[src/rtl/fp_addsub_param.sv]
// Parametrised floating-point add/subtract, one operation per 5 cycles through
// ALIGN/ADD/NORM/ROUND, round-to-nearest-even with Inf/NaN/flush-to-zero handling.
module fp_addsub_param #(
    parameter int EXP_W = 8,
    parameter int MAN_W = 23
) (
    input  logic                   clk,
    input  logic                   rst,
    input  logic                   start,
    input  logic                   op_sub,
    input  logic [EXP_W+MAN_W:0]   a,
    input  logic [EXP_W+MAN_W:0]   b,
    output logic                   busy,
    output logic                   done,
    output logic [EXP_W+MAN_W:0]   result,
    output logic [3:0]             flags
);
    localparam int W  = 1 + EXP_W + MAN_W;
    localparam int MW = MAN_W + 4;      // {hidden, man, G, R, S}
    localparam int SW = MAN_W + 5;      // plus carry
    localparam int XW = EXP_W + 2;      // signed exponent arithmetic
    localparam int KW = MAN_W + 2;      // rounding carry + hidden + man
    localparam int LW = $clog2(MW);

    localparam logic [W-1:0]         QNAN = {1'b0, {EXP_W{1'b1}}, 1'b1, {(MAN_W-1){1'b0}}};
    localparam logic signed [XW-1:0] EMAX = XW'((1 << EXP_W) - 1);
    localparam logic signed [XW-1:0] XONE = XW'(1);

    typedef enum logic [2:0] {S_IDLE, S_ALIGN, S_ADD, S_NORM, S_ROUND} state_t;

    state_t                 r_state;
    logic [W-1:0]           r_a, r_b;
    logic                   r_spec;
    logic [W-1:0]           r_spec_res;
    logic [3:0]             r_spec_flg;
    logic                   r_sign, r_sub;
    logic signed [XW-1:0]   r_exp;
    logic [MW-1:0]          r_mx, r_my, r_nman;
    logic [SW-1:0]          r_sum;

    // ---------------- ALIGN: classify, order by magnitude, shift smaller operand
    logic [EXP_W-1:0] w_ea, w_eb, w_ex, w_ey;
    logic [MAN_W-1:0] w_ma, w_mb, w_xm, w_ym;
    logic             w_sa, w_sb, w_xs;
    logic             w_a_zero, w_b_zero, w_a_inf, w_b_inf, w_a_nan, w_b_nan, w_y_zero;
    logic [W-2:0]     w_mag_a, w_mag_b;
    logic             w_swap;
    logic [31:0]      w_d, w_sh;
    logic [MW-1:0]    w_yfull, w_ysh, w_my;
    logic             w_ystk;
    logic             w_spec;
    logic [W-1:0]     w_spec_res;
    logic [3:0]       w_spec_flg;

    always_comb begin
        w_sa     = r_a[W-1];
        w_sb     = r_b[W-1];
        w_ea     = r_a[W-2:MAN_W];
        w_eb     = r_b[W-2:MAN_W];
        w_ma     = r_a[MAN_W-1:0];
        w_mb     = r_b[MAN_W-1:0];
        w_a_zero = (w_ea == '0);
        w_b_zero = (w_eb == '0);
        w_a_inf  = (w_ea == '1) && (w_ma == '0);
        w_b_inf  = (w_eb == '1) && (w_mb == '0);
        w_a_nan  = (w_ea == '1) && (w_ma != '0);
        w_b_nan  = (w_eb == '1) && (w_mb != '0);
        w_mag_a  = w_a_zero ? '0 : r_a[W-2:0];
        w_mag_b  = w_b_zero ? '0 : r_b[W-2:0];
        w_swap   = (w_mag_b > w_mag_a);
        w_xs     = w_swap ? w_sb : w_sa;
        w_ex     = w_swap ? w_eb : w_ea;
        w_ey     = w_swap ? w_ea : w_eb;
        w_xm     = w_swap ? w_mb : w_ma;
        w_ym     = w_swap ? w_ma : w_mb;
        w_y_zero = w_swap ? w_a_zero : w_b_zero;
        w_d      = 32'(w_ex) - 32'(w_ey);
        w_sh     = (w_d > 32'(MAN_W + 3)) ? 32'(MAN_W + 3) : w_d;
        w_yfull  = w_y_zero ? '0 : {1'b1, w_ym, 3'b000};
        w_ysh    = w_yfull >> w_sh;
        w_ystk   = |(w_yfull & ~({MW{1'b1}} << w_sh));
        w_my     = {w_ysh[MW-1:1], w_ysh[0] | w_ystk};

        w_spec     = 1'b1;
        w_spec_flg = 4'b0000;
        w_spec_res = '0;
        if (w_a_nan || w_b_nan || (w_a_inf && w_b_inf && (w_sa != w_sb)))
            w_spec_res = QNAN;
        else if (w_a_inf)
            w_spec_res = {w_sa, {EXP_W{1'b1}}, {MAN_W{1'b0}}};
        else if (w_b_inf)
            w_spec_res = {w_sb, {EXP_W{1'b1}}, {MAN_W{1'b0}}};
        else if (w_a_zero && w_b_zero) begin
            w_spec_res = {w_sa & w_sb, {(W-1){1'b0}}};
            w_spec_flg = 4'b0010;
        end else
            w_spec = 1'b0;
    end

    // ---------------- NORM: single-cycle leading-zero count
    logic [LW-1:0]        w_lzc;
    logic                 w_found;
    logic                 w_carry;
    logic signed [XW-1:0] w_nexp;
    logic [MW-1:0]        w_nman;
    logic                 w_uflow;

    always_comb begin
        w_lzc   = '0;
        w_found = 1'b0;
        for (int i = MW - 1; i >= 0; i--) begin
            if (!w_found && r_sum[i]) begin
                w_lzc   = LW'(MW - 1 - i);
                w_found = 1'b1;
            end
        end
        w_carry = r_sum[SW-1];
        w_nexp  = w_carry ? (r_exp + XONE) : (r_exp - XW'(w_lzc));
        w_nman  = w_carry ? {r_sum[SW-1:2], |r_sum[1:0]} : (r_sum[MW-1:0] << w_lzc);
        w_uflow = w_nexp[XW-1] || (w_nexp == '0);
    end

    // ---------------- ROUND: nearest-even on G/R/S, renormalise on carry
    logic                 w_up, w_inx;
    logic [KW-1:0]        w_rnd;
    logic signed [XW-1:0] w_rexp;
    logic [MAN_W-1:0]     w_rman;

    always_comb begin
        w_up   = r_nman[2] & (r_nman[1] | r_nman[0] | r_nman[3]);
        w_inx  = |r_nman[2:0];
        w_rnd  = {1'b0, r_nman[MW-1:3]} + KW'(w_up);
        w_rexp = w_rnd[KW-1] ? (r_exp + XONE) : r_exp;
        w_rman = w_rnd[KW-1] ? w_rnd[MAN_W:1] : w_rnd[MAN_W-1:0];
    end

    always_ff @(posedge clk or posedge rst) begin
        if (rst) begin
            r_state    <= S_IDLE;
            busy       <= 1'b0;
            done       <= 1'b0;
            result     <= '0;
            flags      <= '0;
            r_a        <= '0;
            r_b        <= '0;
            r_spec     <= 1'b0;
            r_spec_res <= '0;
            r_spec_flg <= '0;
            r_sign     <= 1'b0;
            r_sub      <= 1'b0;
            r_exp      <= '0;
            r_mx       <= '0;
            r_my       <= '0;
            r_sum      <= '0;
            r_nman     <= '0;
        end else begin
            done <= 1'b0;
            case (r_state)
                S_IDLE: if (start) begin
                    r_a     <= a;
                    r_b     <= {b[W-1] ^ op_sub, b[W-2:0]};
                    busy    <= 1'b1;
                    r_state <= S_ALIGN;
                end
                S_ALIGN: begin
                    r_spec     <= w_spec;
                    r_spec_res <= w_spec_res;
                    r_spec_flg <= w_spec_flg;
                    r_sign     <= w_xs;
                    r_sub      <= w_sa ^ w_sb;
                    r_exp      <= XW'(w_ex);
                    r_mx       <= {1'b1, w_xm, 3'b000};
                    r_my       <= w_my;
                    r_state    <= S_ADD;
                end
                S_ADD: begin
                    r_sum   <= r_sub ? ({1'b0, r_mx} - {1'b0, r_my}) : ({1'b0, r_mx} + {1'b0, r_my});
                    r_state <= S_NORM;
                end
                S_NORM: begin
                    // Exact cancellation and underflow become forced results here
                    if (!r_spec) begin
                        if (r_sum == '0) begin
                            r_spec     <= 1'b1;
                            r_spec_res <= '0;
                            r_spec_flg <= 4'b0010;
                        end else if (w_uflow) begin
                            r_spec     <= 1'b1;
                            r_spec_res <= {r_sign, {(W-1){1'b0}}};
                            r_spec_flg <= 4'b0111;
                        end
                    end
                    r_nman  <= w_nman;
                    r_exp   <= w_nexp;
                    r_state <= S_ROUND;
                end
                S_ROUND: begin
                    if (r_spec) begin
                        result <= r_spec_res;
                        flags  <= r_spec_flg;
                    end else if (w_rexp >= EMAX) begin
                        result <= {r_sign, {EXP_W{1'b1}}, {MAN_W{1'b0}}};
                        flags  <= 4'b1001;
                    end else begin
                        result <= {r_sign, w_rexp[EXP_W-1:0], w_rman};
                        flags  <= {3'b000, w_inx};
                    end
                    done    <= 1'b1;
                    busy    <= 1'b0;
                    r_state <= S_IDLE;
                end
                default: begin
                    busy    <= 1'b0;
                    r_state <= S_IDLE;
                end
            endcase
        end
    end
endmodule

[config.mk]
export PLATFORM = sky130hd
export DESIGN_NAME = fp_addsub_param
export DESIGN_NICKNAME = d
export VERILOG_FILES = /design/src/rtl/fp_addsub_param.sv
export SDC_FILE = /design/constraint.sdc
export NUM_CORES = 1
export LEC_CHECK = 0
export BUFFER_PORTS_ARGS = -buffer_cell sky130_fd_sc_hd__buf_2
export CORE_UTILIZATION = 50
export CTS_BUF_LIST = sky130_fd_sc_hd__clkbuf_16
export DETAILED_ROUTE_END_ITERATION = 10
export HOLD_SLACK_MARGIN = 0.03
export PLACE_DENSITY = 0.76
export SLEW_MARGIN = 20
export SYNTH_ARGS = -nofsm -noshare
export SYNTH_HDL_FRONTEND = slang
export SYNTH_SLANG_ARGS = --single-unit
[constraint.sdc]
create_clock -name clk -period 17 [get_ports clk]
set_input_delay 0.85 -clock clk [delete_from_list [all_inputs] [get_ports clk]]
set_output_delay 0.85 -clock clk [all_outputs]
set_load 0.01 [all_outputs]
# Yosys cells after proc, flatten, opt, wreduce, memory -nomap -nowiden
# Cells that the tools add are included.
dict set report classes {
  bitwise_logic 10
  reduce_logical 79
  addsub 7
  shift 3
  order_cmp 3
  n_eq_ne 10
  n_mux 101
}
# cell count
set ops {}
lappend ops {{$mux W32} 9}
lappend ops {{$mux W5} 25}
lappend ops {{$mux W31} 3}
lappend ops {{$mux W23} 3}
lappend ops {{$pmux W32 S2} 1}
lappend ops {{$mux W27} 2}
lappend ops {{$logic_not A23 Y1} 2}
lappend ops {{$reduce_bool A23 Y1} 2}
lappend ops {{$mux W1} 38}
lappend ops {{$logic_and A1 B1 Y1} 33}
lappend ops {{$gt A32 B5 Y1 const B} 1}
lappend ops {{$shl A27 B32 Y27 const A} 1}
lappend ops {{$shr A27 B32 Y27} 1}
lappend ops {{$gt A31 B31 Y1} 1}
lappend ops {{$add A27 B27 Y28} 1}
lappend ops {{$logic_not A28 Y1} 1}
lappend ops {{$mux W28} 1}
lappend ops {{$sub A27 B27 Y28} 1}
lappend ops {{$and A27 B27 Y27} 1}
lappend ops {{$not A27 Y27} 1}
lappend ops {{$reduce_or A27 Y1} 1}
lappend ops {{$shl A27 B5 Y27} 1}
lappend ops {{$logic_not A1 Y1} 26}
lappend ops {{$add A24 B1 Y25} 1}
lappend ops {{other kinds (34)} 56}
dict set report word_totals {
  out_inout_bits 38
  inputBits 68
  regBits 260
  wordCells 230
}

# Depth between registers and ports, before layout
# Gate-level depths: netlist of run 1.
dict set report logic_depth {
  word_depth 87
  depth_mapped 27
  ltp_nobuf 25
}

# Least setup slack after synthesis of run 1
# OpenSTA, ideal clock, no wires.
dict set report synth_timing {
  path_kind {register -> register}
  from {reg r_sum[23]}
  to {reg r_spec_flg[0]}
  setup_time_ns 0.128
  n_path_buf 2
  t_required_ns 16.872
  slack_ns 11.294
  period_less_slack_ns 5.706
  arrival_time_ns 5.578
  path_stages_with_launch 21
  cell_sequence {dfrtp_1 -> or4_1 -> nor4_4 -> nand3_1 -> or3_1 -> and4_1 -> buf_1 -> clkbuf_1 -> ha_1 -> and3_1 -> ha_1 -> nor2b_1 -> ha_1 -> a21o_1 -> a21o_1 -> xor2_1 -> or4_1 -> o311a_1 -> o21ai_1 -> nand2_2 -> mux2_1}
}
dict set report synth_via {
  elab_chain_cells 77
  word_cells_on_any_way 104
  classes_between {add/sub: 1; eq/ne: 1; mux: 51; reduce/logical: 51}
}
# item line_no
set synth_rtl {}
lappend synth_rtl {{start, declared} 39} ;# logic [SW-1:0] r_sum;
lappend synth_rtl {{start signal, assigned} 177} ;# r_sum <= r_sub ? ({1'b0, r_mx} - {1'b0, r_my}) : ({1'b0, r_mx} + {1'b0, r_my});
lappend synth_rtl {{$logic_and A1 B1 Y1} 112} ;# if (!w_found && r_sum[i]) begin
lappend synth_rtl {{$mux W1} 112}
lappend synth_rtl {{$logic_not A1 Y1} 112}
lappend synth_rtl {{$logic_and A1 B1 Y1} 112}
lappend synth_rtl {{$mux W1} 112}
lappend synth_rtl {{$logic_not A1 Y1} 112}
lappend synth_rtl {{$logic_and A1 B1 Y1} 112}
lappend synth_rtl {{$mux W1} 112}
lappend synth_rtl {{(+61 left out)} n/a}
lappend synth_rtl {{$logic_and A1 B1 Y1} 112}
lappend synth_rtl {{$mux W5} 112}
lappend synth_rtl {{$sub A10 B5 Y10} 118} ;# w_nexp = w_carry ? (r_exp + XONE) : (r_exp - XW'(w_lzc));
lappend synth_rtl {{$mux W10} 118}
lappend synth_rtl {{$logic_not A10 Y1} 120} ;# w_uflow = w_nexp[XW-1] || (w_nexp == '0);
lappend synth_rtl {{$logic_or A1 B1 Y1} 120}
lappend synth_rtl {{$ne A3 B3 Y1 (no source line)} n/a}
lappend synth_rtl {{$reduce_and A3 Y1 (no source line)} n/a}
lappend synth_rtl {{end signal, assigned} 168} ;# r_spec_flg <= w_spec_flg;
lappend synth_rtl {{end, declared} 35} ;# logic [3:0] r_spec_flg;
# Several ways; a longest one is shown, not always the timed one. The select of a mux whose other input is x is not followed.
# A chain may end at the register's enable or synchronous reset.

# Worst setup path in the final report of run 1
dict set report layout_timing {
  from {reg r_b[27]}
  to {reg r_my[2]}
}
dict set report layout_via {
  elab_chain_cells 8
  word_cells_on_any_way 12
  classes_between {add/sub: 1; order compare: 2; shift: 1; mux: 7; reduce/logical: 1}
}
# item line_no
set layout_rtl {}
lappend layout_rtl {{start, declared} 32} ;# logic [W-1:0] r_a, r_b;
lappend layout_rtl {{start signal, assigned} 161} ;# r_b <= {b[W-1] ^ op_sub, b[W-2:0]};
lappend layout_rtl {{$logic_not A8 Y1} 63} ;# w_b_zero = (w_eb == '0);
lappend layout_rtl {{$mux W31} 69} ;# w_mag_b = w_b_zero ? '0 : r_b[W-2:0];
lappend layout_rtl {{$gt A31 B31 Y1} 70} ;# w_swap = (w_mag_b > w_mag_a);
lappend layout_rtl {{$mux W8 (on tied branches)} {72, 73}}
lappend layout_rtl {{$sub A8 B8 Y9} 77} ;# w_d = 32'(w_ex) - 32'(w_ey);
lappend layout_rtl {{$gt A32 B5 Y1} 78} ;# w_sh = (w_d > 32'(MAN_W + 3)) ? 32'(MAN_W + 3) : w_d;
lappend layout_rtl {{$mux W32} 78}
lappend layout_rtl {{$shr A27 B32 Y27 (*)} 80} ;# w_ysh = w_yfull >> w_sh;
lappend layout_rtl {{end signal, assigned} 173} ;# r_my <= w_my;
lappend layout_rtl {{end, declared} 38} ;# logic [MW-1:0] r_mx, r_my, r_nman;
# Mark *: on every way between the ends. The rest lies on a longest branch, timed or not.

==> impl_metrics.yaml, run 1 <==
setup_path:
  reg2reg_slack_ps: 9270
  cp-end-kind: "flop"
  critPathLaunchType: "flop"
  crit_path_max_incr_delay_ps: 870
  crit_chain: "nor4_1, nand2_1, and2_1, ha_1, nand4_1, nor4_2, and4_1, a21oi_2, o31ai_4, buf_4, mux2i_1, ha_1, inv_1, o221a_4, xnor2_2, a211oi_1, o21ai_1, nand4_4, nor2_1, a211oi_1, o21bai_1, o2111a_1, a221o_1"
  reg2reg_depth: 23
  cp_max_fo: 46
  worstReg2RegStart: "r_b[27]"
  required_ps: 17440
  crit_arrival_ps: 8170
  cp_slowest_cell: "nor2_1"
  r2r_end: "r_my[2]"
  crit_type: "reg2reg"
die:
  core_sq_um: 34800
  dieArea_sq_um: 36410
  fp.dieH_um: 190.8
  io_pins: 106
  die_width_um: 190.8
  initial_utilization_pct: 51.22
  row_count: 68
global_routing:
  antenna_found_initial: 0
  grt_first_pass_wirelength_mm: 86.88
  grt.met3_usage_pct: 4.269
  grt_pass1_vias: 15897
  grt_use_met2_pct: 51.37
  track_usage_pct: 30.14
  busiest_layer: "met2"
  overflow: 0
  grt_max_degree: 148
  use_met1_pct: 37.47
yosys:
  syn-cell-area_sq_um: 17820
  syn_avg_cell_area_sq_um: 8.271
  ys_top_cells_by_count: "nand2_1, dfrtp_1, nor2_1, o21ai_0, a21oi_1"
  ys_seq_area_share_pct: 32.15
  synth_nets: 2320
  async_flop_share_pct: 100.0
  synth_top_flop_cell: "dfrtp_1"
  synth_edf_count: 0
  yosysUniqueCellTypes: 97
  yosys.area.top_type: "dfrtp_1"
  ys_ff_latch: 229
  synth_top_area_share_pct: 32.15
  yosysMostFrequentCell: "nand2_1"
  synthTopCellsByArea: "dfrtp_1, ha_1, mux2i_1"
  yosysWarnings: 0
  synth_cells: 2155
clock_network:
  cts_max_level: 1
  cts.sinks: 229
  clk_path_buf_depth: 3
  cts_resized: 0
  clock-root-buffer: "clkbuf_16"
  post_cts_buffers: 0
  cts_hold_buf: 0
  cts_made_buffers: 26
  path_clk_slew_ps: 60
  cts_tree: "yes"
  clkLatencyLatePin_ps: 560
cells_and_area:
  final_nets: 2347
  layout-drive-gt1-share_pct: 12.99
  area_growth_syn_to_layout_pct: 9.055
route:
  wl_per_cell_um: 20.62
  drt-total-wl_mm: 54.78
  ant_nets: 0
  drt-vias-per-instance: 6.263
  vias: 16640
  drc: 0
  drtPass1Iterations: 6
  drtIter0Drc: 1414
flow_run:
  maxCapViolCount: 0
timing:
  fin_setup_tns_ps: 0
  setup_viol: 0
  worst_slew_pin_slew_ps: 953.9
  slew_headroom_pct: 36.11
  final_hold_viol_count: 0
  rsz0062_at_grt: "no"
  slew_violations: 0
  fin_crit_sh_pct: 45.48
  period_minus_slack_ps: 7732
  fmax_mhz: 129.3
  clock_skew_ps: 11.47
hold_path:
  hold_path_class: "in2async"
placed_design:
  dp_hpwl_mm: 41.45
  gp_congestion: 0.9921
  port-buffer-count: 105
status:
  status: "completed"
flip-flops by register name, summed over array words and instances, names as in the netlist:
name	count
r_sum	28
r_sign	1
result	32
r_nman	27
r_exp	10
r_sub	1
r_spec_res	3
done	1
r_my	27
r_state	3
r_mx	24
busy	1
r_spec	1
r_spec_flg	2
r_a	32
flags	4
r_b	32
final cells by class:
class | instances | area [sq um]
fill | 3211 | 15360
multi-input combinational | 1712 | 11260
sequential | 229 | 5731
timing repair buffer | 129 | 709.4
clock buffer | 26 | 650.6
tap | 455 | 569.3
inverter | 84 | 327.8
clock inverter | 21 | 192.7
antenna | 1 | 2.502
cells by family (layout without fill, tap and decap cells):
group	after synthesis	after routing	share of synthesized area, %
buffers and inverters	214	260	4.850
AO/OA/AOI/OAI	615	615	22.45
multiplexers	178	178	10.50
flip-flops	229	229	32.15
XOR/XNOR	64	64	3.187
AND/OR/NAND/NOR	758	758	19.97
adder cells (fa/ha/maj)	97	97	6.893
other	0	1	0
metal layers:
metal	wire length [um]	up-vias
met4	2717	0
met5	0	-
met1	22240	7931
met3	3364	157
met2	26450	684
li1	-	7868
stage by stage:
stage	util, %	std cells	hold WS [ps]	worst slack [ps]	instance area (sq um)
finish	55.86	2657	430.9	9268	19440
global route	55.85	2656	490.5	8775	19440
CTS	55.83	2656	464.3	9425	19430
detailed placement	53.41	2609	450.4	9478	18580
global placement	53.41	2609	446.6	9609	18580
floorplan	-	2155	449.6	9874	17820
cell usage in the layout, fill, tap and decap left out, types with 7 or more instances in the layout:
master	n
xnor2_1	40
a221oi_1	12
nor2_1	176
and2_1	36
a21oi_1	150
nand2_1	288
nor2b_1	20
o22ai_1	20
nand3_1	43
clkinv_1	7
nand4_1	19
mux2_2	59
clkbuf_16	26
a22oi_1	8
a211oi_1	28
o211ai_1	12
o21ai_0	172
a21o_1	16
o221ai_1	11
a22o_1	8
o21ai_1	12
nor4_1	23
a31oi_1	22
o31ai_1	25
buf_4	23
or2_2	15
o21bai_1	11
buf_2	105
mux2i_1	114
a221o_1	12
inv_1	83
dfrtp_1	229
or4_1	7
or3_1	11
nor3_1	49
ha_1	95
xor2_1	23
nand2b_1	20
and3_1	21
o21a_1	9
how the worst max path moves through the flow:
stage          depth (start not counted)  slack, ps       to  startpoint
2_1_floorplan                          1       9870     busy         rst
3_3_place_gp                          23       9610  r_my[1]     r_b[27]
3_5_place_dp                          23       9480  r_my[2]     r_b[27]
4_1_cts                               23       9430  r_my[2]     r_b[27]
5_1_grt                               23       8780  r_my[3]     r_b[27]
6_report                              23       9270  r_my[2]     r_b[27]
critical path: cells and delay by family, from the launching register on:
| kind | cells | cell delay [ps] |
|---|---|---|
| AND/OR/NAND/NOR | 8 | 3450 |
| buffers and inverters | 2 | 570 |
| multiplexers | 1 | 370 |
| adder cells (fa/ha/maj) | 2 | 530 |
| flip-flops | 1 | 490 |
| AO/OA/AOI/OAI | 9 | 1520 |
| XOR/XNOR | 1 | 640 |
Power of run 1 is not shown: default switching activity piles up to over one toggle a cycle in this logic, so the estimate is an artifact.
==> run 2, diff against run 1 <==
==> constraint.sdc (replaced) <==
create_clock -name clk -period 8.1 [get_ports clk]
set_input_delay 0.405 -clock clk [delete_from_list [all_inputs] [get_ports clk]]
set_output_delay 0.405 -clock clk [all_outputs]
set_load 0.01 [all_outputs]
==> run 2 against run 1 <==
Global-route usage is 1.4 points higher. Routed wire length rose by 4.1%. Critical path depth is 5 lower. Cell area up 0.35%. Via count up 0.92%. Highest routed layer unchanged.
==> impl_metrics.yaml, run 2 (synthesis results as in run 1) <==
status:
  status: "completed"
clock_network:
  cts_resized: 0
  path_clk_slew_ps: 60
  cts_hold_buf: 2
  clk_path_buf_depth: 3
  cts_max_level: 1
  cts_made_buffers: 27
  clock-root-buffer: "clkbuf_16"
  post_cts_buffers: 0
  cts.sinks: 229
  clkLatencyLatePin_ps: 570
  cts_tree: "yes"
route:
  drc: 0
  ant_nets: 0
  vias: 16793
  drt-vias-per-instance: 6.316
  drt-total-wl_mm: 57.04
  drtIter0Drc: 1529
  drtPass1Iterations: 8
  wl_per_cell_um: 21.45
timing:
  setup_viol: 0
  clock_skew_ps: 13.20
  period_minus_slack_ps: 6934
  slew_violations: 0
  worst_slew_pin_slew_ps: 908.4
  final_hold_viol_count: 0
  rsz0062_at_grt: "no"
  setup_ws_ps: 1166
  slew_headroom_pct: 39.21
  fmax_mhz: 144.2
  fin_crit_sh_pct: 85.61
  fin_setup_tns_ps: 0
setup_path:
  crit_type: "reg2reg"
  crit_arrival_ps: 7390
  crit_path_max_incr_delay_ps: 920
  required_ps: 8550
  cp_slowest_cell: "nor2_1"
  cp_max_fo: 45
  cp_top_family: "simple AND/OR/NAND/NOR gates"
  cp_num_buf_inv: 1
  crit_chain: "nor4_1, nand2_1, nand2_1, ha_1, a211oi_1, nor2_1, o311a_1, o31ai_4, buf_4, nor3_1, o22ai_2, a21oi_1, o21ai_1, nand4_4, nor2_1, mux2i_1, mux2i_1, a221o_1"
  reg2reg_slack_ps: 1170
  critPathLaunchType: "flop"
  cp-end-kind: "flop"
die:
  core_sq_um: 34800
  io_pins: 106
  fp.dieH_um: 190.8
  initial_utilization_pct: 51.22
  row_count: 68
  die_width_um: 190.8
  dieArea_sq_um: 36410
global_routing:
  grt_pass1_vias: 16377
  overflow: 0
  grt_first_pass_wirelength_mm: 90.82
  antenna_found_initial: 1
  grt_max_degree: 94
  busiest_layer: "met2"
  use_met1_pct: 39.50
  grt_use_met2_pct: 54.11
  track_usage_pct: 31.59
  grt.met3_usage_pct: 2.963
cells_and_area:
  most-common-layout-cells: "nand2_1, dfrtp_1, nor2_1, o21ai_0, a21oi_1"
  fin_cells: 2659
  final_common_cell: "nand2_1"
  area_growth_syn_to_layout_pct: 9.434
  reg_top3: "r_a (32), r_b (32), result (32)"
  final_nets: 2350
  post-route-util_pct: 56.05
  layout-drive-gt1-share_pct: 13.02
  n_antenna_cell: 0
placed_design:
  dp_hpwl_mm: 43.30
  dpl_worst_slack_ps: 1303
  gp_congestion: 0.9909
  port-buffer-count: 105
  dp.cells: 2609
hold_path:
  hold_path_class: "in2reg"
flow_run:
  maxCapViolCount: 0
[run 2: changes by cell type in the layout (fill, tap and decap cells not counted), sizes merged]
cell         change
dlygate4sd3      +2
diode            -1
clkbuf           +1
clkinvlp         -3
inv              +1
bufinv           +1
clkinv           +1
[run 2: final timing paths]
| kind | startpoint | to | cells past startpoint |
|---|---|---|---|
| max in group asynchronous | rst | r_mx[9] | 4 |
| min in group asynchronous | rst | r_a[30] | 3 |
| max | r_a[24] | r_my[4] | 18 |
| min | b[26] | r_b[26] | 3 |
| max reg2reg | r_a[24] | r_my[4] | 18 |
| min reg2reg | result[4] | result[4] | 2 |
[run 2: layout make-up]
class                   instances  area (sq um)
inverters                      84         322.8
clock inverters                21         214.0
repair buffers                131         729.5
well taps                     455         569.3
fillers                      3236         15290
flip-flops and latches        229          5731
multi-input cells            1712         11260
clock buffers                  27         675.6
[run 2: through the flow]
| step | hold slack, ps | instance area [sq um] |
|---|---|---|
| floorplan | 449.6 | 17820 |
| global placement | 444.7 | 18590 |
| detailed placement | 456.3 | 18590 |
| CTS | 32.08 | 19500 |
| global route | 52.72 | 19510 |
| finish | 43.23 | 19510 |
[run 2: tightest hold or removal path: cells and delay by family]
family / cells / cell delay, ps
buf+inv: 1 / 70
simple gates: 1 / 30
compound gates: 1 / 60
[run 2: metal layers]
layer	routed length, um	vias up
li1	-	7880
met5	0	-
met2	27160	736
met3	3072	175
met4	3311	0
met1	23500	8002
Power of run 2 is left out for the same reason.
==> run 3, diff against run 2 <==
--- a/config.mk
+++ b/config.mk
@@ -11,6 +11,7 @@
 export DETAILED_ROUTE_END_ITERATION = 10
 export HOLD_SLACK_MARGIN = 0.03
 export PLACE_DENSITY = 0.76
+export RECOVER_POWER = 25
 export SLEW_MARGIN = 20
 export SYNTH_ARGS = -nofsm -noshare
 export SYNTH_HDL_FRONTEND = slang
==> run 3 against run 2 <==
The run now ends with max-capacitance violations, max-slew violations left. Critical path depth unchanged. Critical endpoint unchanged. Die area did not move. Sequential share of layout area up 0.072 points. Non-clock buffer count stayed put. Via count fell by 0.29%. Cell area fell by 0.24%. Cell count unchanged. Setup slack lost 29 ps.
==> impl_metrics.yaml, run 3 (synthesis results as in run 1) <==
timing:
  period_minus_slack_ps: 6964
  fin_setup_tns_ps: 0
  fmax_mhz: 143.6
  clock_skew_ps: 11.09
  fin_crit_sh_pct: 85.97
  rsz0062_at_grt: "no"
  slew_violations: 94
  setup_viol: 0
  slew_headroom_pct: -174.7
  final_hold_viol_count: 0
  worst_slew_pin_slew_ps: 4098
  setup_ws_ps: 1136
setup_path:
  crit_chain: "nor4_1, nand2_1, nand2_1, ha_1, a211oi_1, nor2_1, o311a_1, o31ai_4, buf_4, nor3_1, o22ai_2, a21oi_1, o21ai_1, nand4_4, nor2_1, mux2i_1, mux2i_1, a221o_1"
  r2r_end: "r_my[4]"
  cp_slowest_cell: "nor2_1"
  crit_type: "reg2reg"
  cp_max_fo: 45
  critPathLaunchType: "flop"
  worstReg2RegStart: "r_a[24]"
  cp-end-kind: "flop"
  crit_path_max_incr_delay_ps: 930
  reg2reg_slack_ps: 1140
  reg2reg_depth: 18
  required_ps: 8550
  crit_arrival_ps: 7420
clock_network:
  path_clk_slew_ps: 60
  cts_tree: "yes"
  clock-root-buffer: "clkbuf_16"
  cts_resized: 0
  clkLatencyLatePin_ps: 570
  cts_made_buffers: 27
  post_cts_buffers: 0
  cts.sinks: 229
  clk_path_buf_depth: 3
  cts_max_level: 1
hold_path:
  min_from: "b[26]"
  hold_depth: 3
  holdPathEnd: "r_b[26]"
  hold_path_class: "in2reg"
cells_and_area:
  reg_top3: "r_a (32), r_b (32), result (32)"
  n_antenna_cell: 0
  most-common-layout-cells: "nand2_1, dfrtp_1, nor2_1, o21ai_0, a21oi_1"
  area_growth_syn_to_layout_pct: 9.168
  layout-drive-gt1-share_pct: 11.52
  final_nets: 2350
  final_common_cell: "nand2_1"
  fillCellCount: 3257
  fin_cells: 2659
die:
  die_width_um: 190.8
  fp.dieH_um: 190.8
  row_count: 68
  io_pins: 106
  dieArea_sq_um: 36410
  initial_utilization_pct: 51.22
  core_sq_um: 34800
route:
  drc: 0
  ant_nets: 0
  drt-total-wl_mm: 57.27
  drtIter0Drc: 1471
  drtPass1Iterations: 6
  wl_per_cell_um: 21.54
  vias: 16744
  drt-vias-per-instance: 6.297
status:
  failed_checks: "max-capacitance violations, max-slew violations"
  status: "finished, violations left"
global_routing:
  grt_max_degree: 94
  overflow: 0
  grt_pass1_vias: 16377
  track_usage_pct: 31.59
  grt_first_pass_wirelength_mm: 90.82
  antenna_found_initial: 1
flow_run:
  maxCapViolCount: 1
placed_design:
  gp_congestion: 0.9909
  dp.cells: 2609
  dp_hpwl_mm: 43.30
  dpl_worst_slack_ps: 1303
  port-buffer-count: 105
run 3: what timing repair did:
| item | 4_1_cts | 5_1_grt |
|---|---|---|
| hold buffers | 2 | 0 |
| endpoints found under the hold margin | 92 | 0 |
| setup endpoints to repair | 0 | 0 |
run 3: area by class of cell:
type,count,area [sq um],share of cell area [%]
Clock buffer,27,675.6,3.472
Multi-Input combinational cell,1712,11260,57.89
Sequential cell,229,5731,29.45
Timing Repair Buffer,131,688.2,3.537
Clock inverter,21,214.0,1.100
Tap cell,455,569.3,2.926
Inverter,84,316.6,1.627
run 3: worst max path at each step:
stage | from | end | slack (ps) | cells past startpoint
after detailed placement | r_a[24] | r_my[4] | 1300 | 18
after global placement | r_b[27] | r_my[2] | 1450 | 20
final | r_a[24] | r_my[4] | 1140 | 18
after floorplan | rst | busy | 1420 | 1
after global routing | r_a[24] | r_my[4] | 680 | 19
after CTS | r_b[27] | r_my[4] | 1300 | 19
run 3: layer usage:
| layer | track usage (%) | share of wire (%) | up-vias |
|---|---|---|---|
| li1 | - | - | 7882 |
| met1 | 39.50 | 41 | 7996 |
| met2 | 54.11 | 48 | 694 |
| met3 | 2.963 | 5.3 | 172 |
| met4 | 15.97 | 5.5 | 0 |
| met5 | 0 | 0 | - |
run 3: worst max-delay path: cells and delay by family (launching register included):
family / cells / cell delay, ps
compound gates: 7 / 1850
fa+ha+maj: 1 / 280
buf+inv: 1 / 550
flops: 1 / 460
mux: 2 / 490
simple gates: 7 / 3150
run 3: through the flow:
step / cell area (sq um) / hold slack [ps] / utilization [%]
after global placement: 18590 / 444.7 / 53.43
after floorplan: 17820 / 449.6 / -
after detailed placement: 18590 / 456.3 / 53.43
after global routing: 19460 / 52.72 / 55.92
after CTS: 19500 / 32.08 / 56.04
final: 19460 / 44.47 / 55.92
Power of run 3 is left out for the same reason.
